$ cat src/rtl/bist_pkg.sv
// Shared definitions for the AND-gate BIST loop: controller states, default
// signature geometry and the golden CUT response.
package bist_pkg;

  typedef enum logic [1:0] {
    IDLE  = 2'd0,
    RUN   = 2'd1,
    CHECK = 2'd2,
    DONE  = 2'd3
  } state_t;

  localparam int unsigned SIG_W_DEF = 8;
  localparam logic [7:0]  POLY_DEF  = 8'h1D;
  localparam int unsigned CNT_W_DEF = 4;

  function automatic logic and_gold(input logic [1:0] pat);
    return pat[1] & pat[0];
  endfunction

endpackage

$ cat src/rtl/ora_and_sisr_if.sv
// Pattern/response and status bundle between TPG/CUT, ORA and BIST controller.
interface ora_and_sisr_if
  import bist_pkg::*;
#(
  parameter int unsigned SIG_W = SIG_W_DEF,
  parameter int unsigned CNT_W = CNT_W_DEF
);
  logic             start;
  logic [1:0]       pat;
  logic             cut_out;
  logic             pat_valid;
  logic [CNT_W-1:0] num_pat;
  logic [SIG_W-1:0] golden_sig;
  logic             busy;
  logic             done;
  logic             pass;
  logic [SIG_W-1:0] signature;
  logic [CNT_W-1:0] err_cnt;

  modport master (
    output start, pat, cut_out, pat_valid, num_pat, golden_sig,
    input  busy, done, pass, signature, err_cnt
  );

  modport slave (
    input  start, pat, cut_out, pat_valid, num_pat, golden_sig,
    output busy, done, pass, signature, err_cnt
  );
endinterface

$ cat src/rtl/sisr_reg.sv
// Serial-input signature register: shifts left, folds POLY back in when the
// MSB falls out, and XORs the serial bit into the LSB.
module sisr_reg #(
  parameter int unsigned      SIG_W    = 8,
  parameter logic [SIG_W-1:0] POLY     = 8'h1D,
  parameter logic [SIG_W-1:0] SIG_INIT = '0
) (
  input  logic             clk,
  input  logic             rst,
  input  logic             clear,
  input  logic             shift,
  input  logic             din,
  output logic [SIG_W-1:0] sig
);

  always_ff @(posedge clk or posedge rst) begin
    if (rst) begin
      sig <= SIG_INIT;
    end else if (clear) begin
      sig <= SIG_INIT;
    end else if (shift) begin
      sig <= {sig[SIG_W-2:0], 1'b0}
           ^ (sig[SIG_W-1] ? POLY : '0)
           ^ {{(SIG_W-1){1'b0}}, din};
    end
  end

endmodule

$ cat src/rtl/ora_and_sisr.sv
// Output response analyser for the AND-gate BIST loop: compacts CUT responses
// into a SISR, counts direct mismatches and reports done/pass.
module ora_and_sisr
  import bist_pkg::*;
#(
  parameter int unsigned      SIG_W    = SIG_W_DEF,
  parameter logic [SIG_W-1:0] POLY     = POLY_DEF,
  parameter logic [SIG_W-1:0] SIG_INIT = '0,
  parameter int unsigned      CNT_W    = CNT_W_DEF
) (
  input logic           clk,
  input logic           rst,
  ora_and_sisr_if.slave bus
);

  state_t           state_q, state_d;
  logic [CNT_W-1:0] cnt_q, num_q, err_q, cnt_inc;
  logic             done_q, pass_q;
  logic             sample, mismatch;
  logic [SIG_W-1:0] sig;

  // start wins over everything, so a pat_valid in the start cycle never samples
  assign sample   = (state_q == RUN) && bus.pat_valid && !bus.start;
  assign mismatch = bus.cut_out != and_gold(bus.pat);
  assign cnt_inc  = cnt_q + CNT_W'(1);

  sisr_reg #(
    .SIG_W   (SIG_W),
    .POLY    (POLY),
    .SIG_INIT(SIG_INIT)
  ) u_sisr (
    .clk  (clk),
    .rst  (rst),
    .clear(bus.start),
    .shift(sample),
    .din  (bus.cut_out),
    .sig  (sig)
  );

  always_ff @(posedge clk or posedge rst) begin
    if (rst) state_q <= IDLE;
    else     state_q <= state_d;
  end

  always_comb begin
    state_d = state_q;
    if (bus.start) begin
      state_d = (bus.num_pat == '0) ? CHECK : RUN;
    end else begin
      unique case (state_q)
        RUN:     if (sample && cnt_inc == num_q) state_d = CHECK;
        CHECK:   state_d = DONE;
        default: state_d = state_q;
      endcase
    end
  end

  always_ff @(posedge clk or posedge rst) begin
    if (rst) begin
      cnt_q  <= '0;
      num_q  <= '0;
      err_q  <= '0;
      done_q <= 1'b0;
      pass_q <= 1'b0;
    end else if (bus.start) begin
      cnt_q  <= '0;
      num_q  <= bus.num_pat;
      err_q  <= '0;
      done_q <= 1'b0;
      pass_q <= 1'b0;
    end else begin
      if (sample) begin
        cnt_q <= cnt_inc;
        if (mismatch && err_q != '1) err_q <= err_q + CNT_W'(1);
      end
      if (state_q == CHECK) begin
        pass_q <= (sig == bus.golden_sig) && (err_q == '0);
        done_q <= 1'b1;
      end
    end
  end

  assign bus.busy      = (state_q == RUN) || (state_q == CHECK);
  assign bus.done      = done_q;
  assign bus.pass      = pass_q;
  assign bus.signature = sig;
  assign bus.err_cnt   = err_q;

endmodule

$ cat src/flat_wrapper.sv
// flat-port wrapper written by rule: the top's interface ports become plain ports
module ora_and_sisr_flat import bist_pkg::*;
#(
  parameter int unsigned      SIG_W    = SIG_W_DEF,
  parameter logic [SIG_W-1:0] POLY     = POLY_DEF,
  parameter logic [SIG_W-1:0] SIG_INIT = '0,
  parameter int unsigned      CNT_W    = CNT_W_DEF
)
  (clk, rst, bus_start, bus_pat, bus_cut_out, bus_pat_valid, bus_num_pat, bus_golden_sig, bus_busy, bus_done, bus_pass, bus_signature, bus_err_cnt);
  ora_and_sisr_if #(.SIG_W(SIG_W), .CNT_W(CNT_W)) bus_i ();
  input logic clk;
  input logic rst;
  input wire logic [$bits(bus_i.start)-1:0] bus_start;
  input wire logic [$bits(bus_i.pat)-1:0] bus_pat;
  input wire logic [$bits(bus_i.cut_out)-1:0] bus_cut_out;
  input wire logic [$bits(bus_i.pat_valid)-1:0] bus_pat_valid;
  input wire logic [$bits(bus_i.num_pat)-1:0] bus_num_pat;
  input wire logic [$bits(bus_i.golden_sig)-1:0] bus_golden_sig;
  output wire logic [$bits(bus_i.busy)-1:0] bus_busy;
  output wire logic [$bits(bus_i.done)-1:0] bus_done;
  output wire logic [$bits(bus_i.pass)-1:0] bus_pass;
  output wire logic [$bits(bus_i.signature)-1:0] bus_signature;
  output wire logic [$bits(bus_i.err_cnt)-1:0] bus_err_cnt;
  assign bus_i.start = bus_start;
  assign bus_i.pat = bus_pat;
  assign bus_i.cut_out = bus_cut_out;
  assign bus_i.pat_valid = bus_pat_valid;
  assign bus_i.num_pat = bus_num_pat;
  assign bus_i.golden_sig = bus_golden_sig;
  assign bus_busy = bus_i.busy;
  assign bus_done = bus_i.done;
  assign bus_pass = bus_i.pass;
  assign bus_signature = bus_i.signature;
  assign bus_err_cnt = bus_i.err_cnt;
  ora_and_sisr #(.SIG_W(SIG_W), .POLY(POLY), .SIG_INIT(SIG_INIT), .CNT_W(CNT_W)) u_core (.clk(clk), .rst(rst), .bus(bus_i));
endmodule
$ cat config.mk
export PLATFORM = sky130hd
export DESIGN_NAME = ora_and_sisr_flat
export DESIGN_NICKNAME = d
export VERILOG_FILES = /design/src/rtl/bist_pkg.sv /design/src/rtl/ora_and_sisr_if.sv /design/src/rtl/sisr_reg.sv /design/src/rtl/ora_and_sisr.sv /design/src/flat_wrapper.sv
export SDC_FILE = /design/constraint.sdc
export NUM_CORES = 1
export LEC_CHECK = 0
export ABC_CLOCK_PERIOD_IN_PS = 2000
export CAP_MARGIN = 10
export CORE_AREA = 3 3 72 47
export DETAILED_ROUTE_END_ITERATION = 10
export DIE_AREA = 0 0 75 50
export PLACE_DENSITY = 0.76
export SETUP_SLACK_MARGIN = 0.02
export SKIP_CTS_REPAIR_TIMING = 1
export SLEW_MARGIN = 20
export SYNTH_ARGS = -nofsm -noshare
export SYNTH_HDL_FRONTEND = slang
export SYNTH_SLANG_ARGS = --single-unit
$ cat constraint.sdc
create_clock -name clk -period 2 [get_ports clk]
set_input_delay 0.4 -clock clk [delete_from_list [all_inputs] [get_ports clk]]
set_output_delay 0.4 -clock clk [all_outputs]
set_load 0.1 [all_outputs]
**Word level (Yosys, flattened, before mapping)**

Cells that the tools add are included.
W data, S select, Z words.

- Add/subtract/negate cells: 2
- Equal/unequal tests: 7
- Muxes and demuxes: 16
- Bitwise operators: 3
- Reduce and logical (&&, ||, !) cells: 15

Operators by type and width:

| operator | number |
|---|---|
| $mux W4 | 5 |
| $mux W8 | 2 |
| $add A4 B1 Y4 const B | 2 |
| $eq A8 B8 Y1 | 1 |
| $logic_not A4 Y1 | 2 |
| $xor A8 B1 Y8 | 1 |
| $xor A8 B5 Y8 | 1 |
| $mux W2 | 3 |
| $reduce_bool A2 Y1 | 3 |
| $logic_and A1 B1 Y1 | 5 |
| $mux W5 | 1 |
| $eq A4 B4 Y1 | 1 |
| $mux W1 | 4 |
| $ne A4 B4 Y1 const B | 1 |
| $pmux W2 S2 | 1 |
| $reduce_and A2 Y1 | 2 |
| $ne A3 B3 Y1 const B | 1 |
| $reduce_bool A3 Y1 | 1 |
| $eq A2 B1 Y1 const B | 1 |
| $eq A2 B2 Y1 const B | 1 |
| $and A1 B1 Y1 | 1 |
| $logic_not A1 Y1 | 1 |
| $logic_or A1 B1 Y1 | 1 |
| $ne A1 B1 Y1 | 1 |

- Register bits: 24
- Input port bits: 19
- Output and inout port bits: 15

**Logic depth before layout (Yosys ltp)**

- Depth after elaboration: 7
- Gate-level depth with buffers: 7
- Gate-level depth less buffers: 7

**Hierarchy**

A second synthesis with hierarchy kept.

- Cells, all modules: 130
- Area, all modules: 1340.0 µm²

Modules (own cells, without submodules):

| module | times used | cells an instance | area an instance (µm²) |
|---|---|---|---|
| ora_and_sisr | 1 | 98 | 978.4 |
| sisr_reg | 1 | 32 | 361.6 |

**Worst setup path before layout**

No wires, ideal clock.

- Kind: flip-flop to flip-flop
- From: register u_core.err_q[0], in the netlist u_core.bus.err_cnt[0]
- To: register u_core.err_q[3], in the netlist u_core.bus.err_cnt[3]
- Library setup time: 0.074 ns
- Data arrival time: 2.110 ns
- Setup slack: -0.184 ns
- Stages on the path, launching flop included: 7
- Period minus slack after synthesis: 2.184 ns
- Cell sequence: dfrtp_1 > ha_1 > and3_4 > nor4_4 > nand4_1 > xor2_1 > nor2_1

- Cells in the longest elaborated chain, start to end: 4

RTL lines:

| what | RTL line | source |
|---|---|---|
| start, declared | ora_and_sisr.sv:17 | `logic [CNT_W-1:0] cnt_q, num_q, err_q, cnt_inc;` |
| start signal, assigned | ora_and_sisr.sv:74 | `if (mismatch && err_q != '1) err_q <= err_q + CNT_W'(1);` |
| $add A4 B1 Y4 or $ne A4 B4 Y1 (tied branches) | ora_and_sisr.sv:74 |  |
| $mux W4 or $logic_and A1 B1 Y1 (tied branches) | ora_and_sisr.sv:74 |  |
| $mux W4 or $reduce_bool A2 Y1 (tied branches) | n/a |  |
| $mux W4 or $reduce_and A2 Y1 (tied branches) | n/a |  |

Several ways; a longest one is shown, not always the timed one. The select of a mux whose other input is x is not followed.
A chain may end at the register's enable or synchronous reset.

**Worst setup path after layout**

- From: register u_core.state_q[1]
- To: register u_core.err_q[3], in the netlist u_core.bus.err_cnt[3]

- Cells in the longest elaborated chain, start to end: 5

RTL lines:

| what | RTL line | source |
|---|---|---|
| start, declared | ora_and_sisr.sv:16 | `state_t state_q, state_d;` |
| start signal, assigned | ora_and_sisr.sv:42 | `else state_q <= state_d;` |
| $eq A2 B1 Y1 | ora_and_sisr.sv:23 | `assign sample = (state_q == RUN) && bus.pat_valid && !bus.start;` |
| $logic_and A1 B1 Y1 (2 in a row) | ora_and_sisr.sv:23 |  |
| $reduce_bool A2 Y1 (no source line) | n/a |  |
| $reduce_and A2 Y1 (no source line) | n/a |  |

No other way between the ends.

==> run summary <==
top-count cell post-synth: dfrtp_1
TNS Setup: 0 ns
synth unique cells: 29
CTS Buffer Depth: 2
routability cong.: 0.8278
Inst Count DP: 195
CP required: 2.16 ns
clk sinks: 24
crit path capture type: register
final hold viol count: 0
synthesized-area fraction occupied by adder cells: 4.831%
Seq/Total Area, Yosys: 46.38%
Tcrit/Tclk final: 86.73%
Netlist Area Pre-Place: 0.001295 mm^2
Initial Utilization: 46.31%
worst-path maximum fanout: 9
Post-synth top flop: dfrtp_1
Syn Nets: 154
later-pin clock latency in the skew report: 0.26 ns
Die X: 75 um
R2R setup slack: 0.27 ns
GRT Util Overall: 16.79%
Num CTS Buffers: 3
FF-to-FF path depth: 7
largest net degree at the start of global routing: 25
Synth area leader: dfrtp_1
Yosys reg bits: 24
final setup violation count: 0
CP arrival: 1.90 ns
Syn Inst Count: 130
Max-Cap Viols: 0
final WL: 2.822 mm
Compound-Gate Fraction of Synth Area: 9.758%
antenna viol nets, final: 0
FMAX: 576.5 MHz
EDFF count, synth: 0
NumNets Final: 190
Post-Synth Simple-Gate Area: 16.04%
most instantiated cells after synthesis: 24 x dfrtp_1, 14 x nand2_1, 14 x xnor2_1, 13 x nor2_1
clk_skew: 0.004992 ns
Cell Rows: 15
Finished Layout Cells: 199
total power: 0.001326 W
H-Tree Depth: 1
leak pwr: 0.7669 nW
grt total ovfl: 0
root buf cell: clkbuf_8
Peak supply drop: 494.3 uV
antenna violations before repair: 0
PwrDens: 763.8 mW/mm^2
FF-to-FF Start: u_core.state_q[1]
DR DRC count: 0
largest family of logic cells by synthesized area: simple AND/OR/NAND/NOR gates
Worst Hold Class: input port to async pin
Slew Limit Fails: 0
Ant. Diodes: 0
1st-iter DRT viols: 67
Pre-antenna DRT Iters: 4
Avg WL per Cell: 14.18 um
ranking of synthesized cells by area: dfrtp_1 46%, xnor2_1 9.5%, xor2_1 5.4%
DR vias/cell: 5.246
routed vias: 1044
top cell type's share of synthesized area: 46.38%
die area: 0.003750 mm^2
Die Y: 50 um
vias in the first global route: 1085
Worst Max-Slew Pin Slew: 0.4187 ns
first-pass GRT wire length: 4.802 mm
post-synthesis xor/xnor area fraction: 14.88%
Post-synth ARST share: 100.0%
post-route minimum period: 1.735 ns
critical path class: register to register
share of cells above drive strength 1: 20.00%
HPWL Detailed: 2.181 mm
status: finished clean
Core Area: 0.002796 mm^2
Final Core Density: 62.06%
RSZ-0062 raised after global routing: no
Area Growth Syn to Fin: 34.01%
reg2reg end: u_core.bus.err_cnt[3]
clock slew at reported path FFs: 0.09 ns
CP Launch Type: register
mux cell area share after synthesis: 4.251%
CTS tree: built
Rel. slew slack: 72.09%
# IOs: 34
Yosys Warn Count: 0
I/O Buffers: 33
Avg Inst Size Synth: 9.961 um^2
layout by cell type, fill, tap and decap left out:
| cell type | Yosys | layout |
|---|---|---|
| nor2_1 | 13 | 13 |
| clkdlybuf4s50_1 | 0 | 18 |
| inv_1 | 7 | 7 |
| or3_1 | 1 | 1 |
| dfrtp_2 | 0 | 2 |
| nor4_4 | 1 | 1 |
| clkbuf_8 | 0 | 3 |
| a21boi_0 | 1 | 1 |
| nand4_1 | 2 | 2 |
| nor4b_1 | 1 | 1 |
| o21ba_2 | 1 | 1 |
| nand2_2 | 1 | 1 |
| buf_12 | 0 | 2 |
| xor2_1 | 8 | 8 |
| buf_4 | 0 | 17 |
| nor4_1 | 2 | 2 |
| nand3_1 | 2 | 2 |
| nand2_1 | 14 | 14 |
| ha_1 | 5 | 5 |
| mux2i_1 | 1 | 1 |
| nor3_1 | 1 | 1 |
| o21ai_0 | 4 | 4 |
| dfrtp_1 | 24 | 22 |
| bufinv_16 | 0 | 1 |
| and3_1 | 1 | 1 |
| mux2_2 | 4 | 4 |
| and2_1 | 1 | 1 |
| and3_4 | 1 | 1 |
| xnor2_1 | 14 | 14 |
| o2111a_1 | 1 | 1 |
| a21oi_1 | 8 | 8 |
| a211oi_1 | 5 | 5 |
registers in the layout, summed over array words and instances, names as in the netlist:
name                count
u_core.num_q            4
u_core.u_sisr.sig       8
u_core.state_q          2
u_core.bus.err_cnt      4
u_core.bus.done         1
u_core.cnt_q            4
u_core.bus.pass         1
critical path: stages (launching register included):
cell and delay [ns]:
dfrtp_1 0.40, inv_1 0.06, ha_1 0.19, nand2_2 0.16, nor4_4 0.43, nand4_1 0.17, xor2_1 0.17, nor2_1 0.06
cells by family (layout without fill, tap and decap cells):
family          Yosys count  after routing
fa+ha+maj                 5              5
mux                       5              5
xor+xnor                 22             22
simple gates             41             41
buf+inv                  13             48
compound gates           20             20
flops                    24             24
final cells by class:
| type | count | area [um^2] |
|---|---|---|
| fillers | 239 | 1061 |
| multi-input cells | 93 | 644.4 |
| flip-flops and latches | 24 | 603.1 |
| repair buffers | 37 | 347.8 |
| well taps | 34 | 42.54 |
| clock buffers | 3 | 41.29 |
| clock inverters | 1 | 30.03 |
| inverters | 7 | 26.28 |
metal layers:
layer	track usage, %	share of wire [%]	vias up
met5	0	0	-
met4	5.030	1.8	0
met3	4.888	6.4	6
met2	27.17	46	36
met1	21.50	45	499
li1	-	-	503
how the worst max path moves through the flow:
stage                                     start                    end  slack (ns)  cells after the start
after global placement            bus_pat_valid  u_core.bus.err_cnt[3]        0.10                      6
final                         u_core.state_q[1]  u_core.bus.err_cnt[3]        0.27                      7
after CTS                     u_core.state_q[1]  u_core.bus.err_cnt[3]        0.28                      7
after floorplan           u_core.bus.err_cnt[2]  u_core.bus.err_cnt[3]        0.03                      5
after detailed placement          bus_pat_valid  u_core.bus.err_cnt[3]        0.02                      6
after global routing          u_core.state_q[1]  u_core.bus.err_cnt[3]        0.19                      7
through the flow:
step / hold WS (ns) / area (um^2) / setup slack, ns
finish: 0.4714 / 1735 / 0.2655
global route: 0.5565 / 1735 / 0.1873
CTS: 0.4760 / 1735 / 0.2792
detailed placement: 0.4862 / 1664 / 0.02245
global placement: 0.4765 / 1664 / 0.1038
floorplan: 0.4145 / 1297 / 0.02517
report_power, final:
| group | internal, W | switching, W | leakage [nW] |
|---|---|---|---|
| clock | 0.000267 | 0.000152 | 0.0357 |
| combinational | 0.000133 | 0.000222 | 0.419 |
| sequential | 0.000515 | 0.0000355 | 0.312 |
| total | 0.000915 | 0.000410 | 0.767 |
(Power assumes the default switching activity.)
